[src/rtl/datamem_scan_pkg.sv]
// rtl/datamem_scan_pkg.sv - shared state encoding and default sizes for the data-memory scan reader
package datamem_scan_pkg;

    localparam int SCAN_WORDS  = 64;
    localparam int SCAN_ADDR_W = 12;
    localparam int SCAN_DATA_W = 16;

    typedef enum logic [1:0] {
        IDLE = 2'd0,
        SCAN = 2'd1,
        SWAP = 2'd2
    } scan_state_t;

endpackage

[src/rtl/snapshot_bank.sv]
// rtl/snapshot_bank.sv - double-buffered snapshot storage: write port on the back bank, registered read on the front bank
module snapshot_bank
    import datamem_scan_pkg::*;
#(
    parameter int WORDS  = SCAN_WORDS,
    parameter int DATA_W = SCAN_DATA_W,
    parameter int IDX_W  = $clog2(WORDS)
) (
    input  logic              clk,
    input  logic              rst,
    input  logic              bank_sel,
    input  logic              wr_en,
    input  logic [IDX_W-1:0]  wr_index,
    input  logic [DATA_W-1:0] wr_data,
    input  logic [IDX_W-1:0]  rd_index,
    output logic [DATA_W-1:0] rd_data
);

    logic [DATA_W-1:0] banks [2][WORDS];

    // bank_sel names the front bank; writes always land in the other one
    always_ff @(posedge clk or posedge rst) begin
        if (rst) begin
            for (int b = 0; b < 2; b++) begin
                for (int w = 0; w < WORDS; w++) begin
                    banks[b][w] <= '0;
                end
            end
            rd_data <= '0;
        end else begin
            if (wr_en) begin
                banks[~bank_sel][wr_index] <= wr_data;
            end
            rd_data <= banks[bank_sel][rd_index];
        end
    end

endmodule

[src/rtl/datamem_scan_reader.sv]
// rtl/datamem_scan_reader.sv - per-frame data-memory scanner feeding a tear-free snapshot for the renderer
// Optional running checksum output enabled by DATAMEM_SCAN_CHECKSUM_EN.
module datamem_scan_reader
    import datamem_scan_pkg::*;
#(
    parameter int WORDS     = SCAN_WORDS,
    parameter int ADDR_W    = SCAN_ADDR_W,
    parameter int DATA_W    = SCAN_DATA_W,
    parameter int BASE_ADDR = 0,
    localparam int IDX_W    = $clog2(WORDS)
) (
    input  logic              clk,
    input  logic              rst,
    input  logic              start,
    input  logic              cpu_mem_busy,
    output logic [ADDR_W-1:0] mem_address,
    output logic              mem_read_enable,
    input  logic [DATA_W-1:0] mem_read_data,
    input  logic [IDX_W-1:0]  disp_index,
    output logic [DATA_W-1:0] disp_word,
    output logic              busy,
    output logic              done,
    output logic              snapshot_valid
`ifdef DATAMEM_SCAN_CHECKSUM_EN
    ,
    output logic [DATA_W-1:0] checksum
`endif
);

    localparam logic [IDX_W-1:0]  LAST_INDEX = IDX_W'(WORDS - 1);
    localparam logic [ADDR_W-1:0] BASE       = ADDR_W'(BASE_ADDR);

    scan_state_t      state;
    scan_state_t      state_next;
    logic [IDX_W-1:0] index;
    logic             bank_sel;
    logic             granted;
    logic             last_grant;

    // The CPU always wins the read port; the scan only advances on cycles it leaves free
    assign granted    = (state == SCAN) && !cpu_mem_busy;
    assign last_grant = granted && (index == LAST_INDEX);

    always_ff @(posedge clk or posedge rst) begin
        if (rst) begin
            state <= IDLE;
        end else begin
            state <= state_next;
        end
    end

    always_comb begin
        state_next = state;
        case (state)
            IDLE:    if (start) state_next = SCAN;
            SCAN:    if (last_grant) state_next = SWAP;
            SWAP:    state_next = IDLE;
            default: state_next = IDLE;
        endcase
    end

    always_comb begin
        mem_read_enable = granted;
        mem_address     = BASE;
        busy            = 1'b0;
        done            = 1'b0;
        if (state == SCAN) begin
            mem_address = BASE + ADDR_W'(index);
            busy        = 1'b1;
        end
        if (state == SWAP) begin
            done = 1'b1;
        end
    end

    always_ff @(posedge clk or posedge rst) begin
        if (rst) begin
            index          <= '0;
            bank_sel       <= 1'b0;
            snapshot_valid <= 1'b0;
        end else begin
            if (state == IDLE && start) begin
                index <= '0;
            end else if (granted) begin
                index <= index + 1'b1;
            end
            if (state == SWAP) begin
                bank_sel       <= ~bank_sel;
                snapshot_valid <= 1'b1;
            end
        end
    end

`ifdef DATAMEM_SCAN_CHECKSUM_EN
    logic [DATA_W-1:0] checksum_acc;

    always_ff @(posedge clk or posedge rst) begin
        if (rst) begin
            checksum_acc <= '0;
            checksum     <= '0;
        end else begin
            if (state == IDLE && start) begin
                checksum_acc <= '0;
            end else if (granted) begin
                checksum_acc <= checksum_acc + mem_read_data;
            end
            if (state == SWAP) begin
                checksum <= checksum_acc;
            end
        end
    end
`endif

    snapshot_bank #(
        .WORDS  (WORDS),
        .DATA_W (DATA_W),
        .IDX_W  (IDX_W)
    ) u_snapshot_bank (
        .clk      (clk),
        .rst      (rst),
        .bank_sel (bank_sel),
        .wr_en    (granted),
        .wr_index (index),
        .wr_data  (mem_read_data),
        .rd_index (disp_index),
        .rd_data  (disp_word)
    );

endmodule

[config.mk]
export PLATFORM = sky130hd
export DESIGN_NAME = datamem_scan_reader
export DESIGN_NICKNAME = d
export VERILOG_FILES = /design/src/rtl/datamem_scan_pkg.sv /design/src/rtl/snapshot_bank.sv /design/src/rtl/datamem_scan_reader.sv
export SDC_FILE = /design/constraint.sdc
export NUM_CORES = 2
export LEC_CHECK = 0
export ABC_AREA = 1
export CORE_AREA = 2 2 419 421
export CTS_BUF_LIST = sky130_fd_sc_hd__clkbuf_16
export CTS_CLUSTER_DIAMETER = 150
export DETAILED_ROUTE_END_ITERATION = 8
export DIE_AREA = 0 0 421 423
export PLACE_DENSITY = 0.72
export SETUP_SLACK_MARGIN = 0.02
export SYNTH_ARGS = -nofsm -noshare
export SYNTH_HDL_FRONTEND = slang
export SYNTH_HIERARCHICAL = 1
export SYNTH_SLANG_ARGS = --single-unit
export TNS_END_PERCENT = 5
[constraint.sdc]
create_clock -name clk -period 89.1 [get_ports clk]
set_input_delay 26.73 -clock clk [delete_from_list [all_inputs] [get_ports clk]]
set_output_delay 26.73 -clock clk [all_outputs]
set_load 0.01 [all_outputs]
* Yosys cells after proc, flatten, opt, wreduce, memory -nomap -nowiden *
Index checks and enable logic that the tools add are counted.

operators by class
  bitwise gates (word level) = 5
  reductions and logical operators = 9
  $lt $le $gt $ge = 6
  equal/unequal tests = 5
  muxes and demuxes = 19
  $add $sub $neg = 1

operators by type and width
  kind                   number
  $mux W1024             4
  $bwmux W2048           1
  $demux W1024 S1        1
  $bmux W16 S6           1
  $demux W16 S6          1
  $mux W16               3
  $mux W6                3
  $ge A7 B7 Y1 const B   2
  $not A6 Y7             2
  $lt A7 B1 Y1 const B   1
  $add A6 B1 Y6 const B  1
  $eq A6 B6 Y1 const B   1
  $logic_and A1 B1 Y1    5
  $ge A2 B2 Y1 const B   2
  $mux W2                2
  $ne A2 B2 Y1 const B   2
  $not A1 Y2             2
  $pmux W2 S2            1
  $eq A2 B1 Y1 const B   1
  $eq A2 B2 Y1 const B   1
  $logic_not A2 Y1       1
  $lt A2 B1 Y1 const B   1
  $mux W1                2
  $reduce_and A2 Y1      1
  3 further kinds        3

storage, ports and cells
  input port bits = 26
  logic and storage cells = 178
  output and inout bits = 32
  register bits after elaboration = 2074

* Depth between registers and ports, before layout *
  depth in word-level cells = 8
  depth in mapped cells = 13
  mapped depth without buffers = 9

* Modules after synthesis *
Netlist, hierarchy kept.

by module, submodules not included
  module               seq. area each (um2)  times used  area each (um2)  cells an instance
  snapshot_bank        51649.5               1           92774.0          11549
  datamem_scan_reader  250.2                 1           586.8            76

* Worst setup path before layout *
Ideal clock, no wire load.

  path type = input-to-output
  start point = input port cpu_mem_busy
  end point = output port mem_read_enable
  stages on the path = 3
  path buffers = 0
  data arrival time = 27.043 ns
  required time = 62.370 ns
  slack = 35.327 ns
  cells stage by stage = inv_1 nand2_4 inv_1

between the ends
  cells in the longest elaborated chain, start to end = 2

ends and longest elaborated chain
  what                 line                       source
  start, declared      datamem_scan_reader.sv:15  input logic cpu_mem_busy,
  $logic_not A1 Y1     datamem_scan_reader.sv:41  assign granted = (state == SCAN) && !cpu_mem_busy;
  $logic_and A1 B1 Y1  datamem_scan_reader.sv:41
  end, declared        datamem_scan_reader.sv:17  output logic mem_read_enable,

Every way passes these cells.

* Final worst setup path *
Ends and elaborated chain as after synthesis.

==> metrics.yaml <==
syn_inst: 11600
worst-r2r-cell-count: 13
clk_pin_slew_ps: 60
wl_per_cell_um: 20.6
worstSetupEndpointType: "output pin"
status: "completed"
ys_types: 27
avgSynthCellArea_um2: 8.03
grt_pass1_vias: 75100
p_leak_nw: 44.0
cts_hold_buf: 0
crit_path_max_fanout: 7
synth_top_area_cell: "dfrtp_1"
vias: 79700
post-route-period-util_pct: 61.5
cts_tree: "yes"
netlist.area_leader.share_pct: 55.6
netlist_area_um2: 93400
grt_pass1_wl_mm: 433
die_x_um: 421
synth-seq-cells: 2074
synthMuxAreaShare_pct: 0
min_path_type: "reg -> reg"
layout-drive-gt1-share_pct: 3.77
remaining_drc_errors: 0
hold_viol: 0
grt_max_degree: 208
yosysSeqAreaShare_pct: 55.6
antenna_left: 0
cts_buffers: 208
clock-root-buffer: "clkbuf_16"
yosys.area_share.adder_pct: 0.0134
viasPerCell: 5.94
rows: 153
tightest_slew_ps: 1350
holdPathStages: 1
synthTopCellsByArea: "dfrtp_1 56%, nand2_1 17%, nand3_1 11%"
ff2ff_setup_slack_ps: 82640
yosys.area_share.simple_pct: 28.5
final_nets: 10900
postCtsResizedCells: 0
design.die.area_um2: 178000
initial_core_util_pct: 53.9
slew-limit-headroom_pct: 9.49
worstPathRequired_ps: 62370
cts_setup_buffers: 0
clockBufferDepth: 3
pin_count: 58
overflow: 0
clock-sinks: 2074
drv_cap: 0
synth_top_family_by_area: "simple AND/OR/NAND/NOR gates"
post-place-ws_ps: 34300
fin_crit_ps: 54800
synth-compound-area-share_pct: 11.0
power_density_nw_per_um2: 21.3
die-height_um: 423
fin_util_pct: 57.6
detailed_place_hpwl_mm: 149
rsz0062_at_grt: "no"
arrival_ps: 28070
drv_slew: 0
final-setup-viol-count: 0
layout_commonest_cell: "nand2_1"
fin_tns_setup_ps: 0
fillers: 15400
grt_use_total_pct: 30.7
cp-start-kind: "primary input"
crit_type: "in -> out"
port_buffers: 51
synth-xor-area-share_pct: 0.00938
most-common-layout-cells: "4236 x nand2_1, 2073 x dfrtp_1, 2046 x nand3_1"
ys_warn_count: 6
dr.first_iter.drc_count: 9975
core_area_um2: 173000
htreeDepth: 4
clk_latency_ps: 870
drtPass1Iterations: 7
syn_to_final_growth_pct: 6.83
wirelength_mm: 276
fin_worst_skew_ps: 41.8
fmax_mhz: 18.2
gp_congestion: 0.852
antenna_found_initial: 3
peakVddDrop_uv: 22.3
worst_slack_ps: 34300
[critical path, cell delays in order]
cell and delay [ps]:
clkdlybuf4s50_1 410, inv_1 100, nand2_4 80, inv_1 180, clkdlybuf4s50_1 570
[final timing paths]
path / end / from
worst max-delay path: mem_read_enable / cpu_mem_busy
worst min-delay path: snapshot_valid$_DFFE_PP0P_ / snapshot_valid$_DFFE_PP0P_
worst max register to register: u_snapshot_bank/rd_data[15]$_DFF_PP0_ / bank_sel$_DFFE_PP0P_
worst min register to register: snapshot_valid$_DFFE_PP0P_ / snapshot_valid$_DFFE_PP0P_
max in group asynchronous: u_snapshot_bank/banks[877]$_DFFE_PP0P_ / rst
min in group asynchronous: bank_sel$_DFFE_PP0P_ / rst
[synthesized netlist by cell type]
library cell  number
inv_1             44
buf_1             77
nor2_4             1
nand3_1         2046
nand2_2            2
a21oi_1            1
nand2_1         4236
clkbuf_2           1
nor3_4             4
nor2_2             1
nor2_1            68
buf_2            248
buf_4             10
o21ai_0         1979
or2_2              1
nand2_4            1
o21ai_1           73
ha_1               1
xor2_1             1
dfrtp_1         2074
inv_2              9
nand4_1            1
nor3_2             4
nand3_4            1
clkbuf_1         738
nor3_1             2
conb_1             1
[stage by stage]
step / std cells / hold slack (ps) / cell area, um2 / power [W]
floorplan: 11600 / 443 / 93400 / 0.00123
global placement: 13000 / 457 / 93400 / 0.00129
detailed placement: 13000 / 473 / 93400 / 0.00130
CTS: 13400 / 487 / 99700 / 0.00213
global route: 13400 / 495 / 99700 / 0.00220
finish: 13400 / 482 / 99700 / 0.00212
[sequential cells by signal, indices dropped and copies added, names as in the netlist]
register	cells
index	6
u_snapshot_bank/rd_data	16
bank_sel	1
u_snapshot_bank/banks	2048
state	2
snapshot_valid	1
[power breakdown]
part / switching [W] / internal [W] / total, W
Combinational: 0.000152 / 0.0000604 / 0.000213
Clock: 0.000372 / 0.000456 / 0.000829
Sequential: 0.0000499 / 0.00103 / 0.00108
Total: 0.000575 / 0.00155 / 0.00212
[logic make-up (layout without fill, tap and decap cells)]
kind of cell               Yosys count  after routing
xor gates and xnor gates             1              1
and+or+nand+nor                   6368           6368
other                                1              8
DFF                               2074           2074
buffers and inverters             1127            574
AOI/OAI and AO/OA                 2053           2053
adders and majority gates            1              1
[area by class of cell]
class,count,area [um2],share of cell area [%]
tap,2325,2910,2.92
inverter,53,273,0.273
clock buffer,209,5230,5.24
clock inverter,160,1140,1.14
sequential,2074,51900,52.0
multi-input combinational,8429,36900,37.0
timing repair buffer,152,1370,1.37
antenna,2,5.00,0.00502
[metal layers]
layer / global-route usage [%] / routed length (um) / vias up
li1: - / - / 36800
met1: 42.0 / 113000 / 38700
met2: 48.0 / 125000 / 3557
met3: 6.03 / 25600 / 570
met4: 13.3 / 11700 / 8
met5: 0 / 49 / -
No activity file was read; power rests on OpenSTA's default activity.
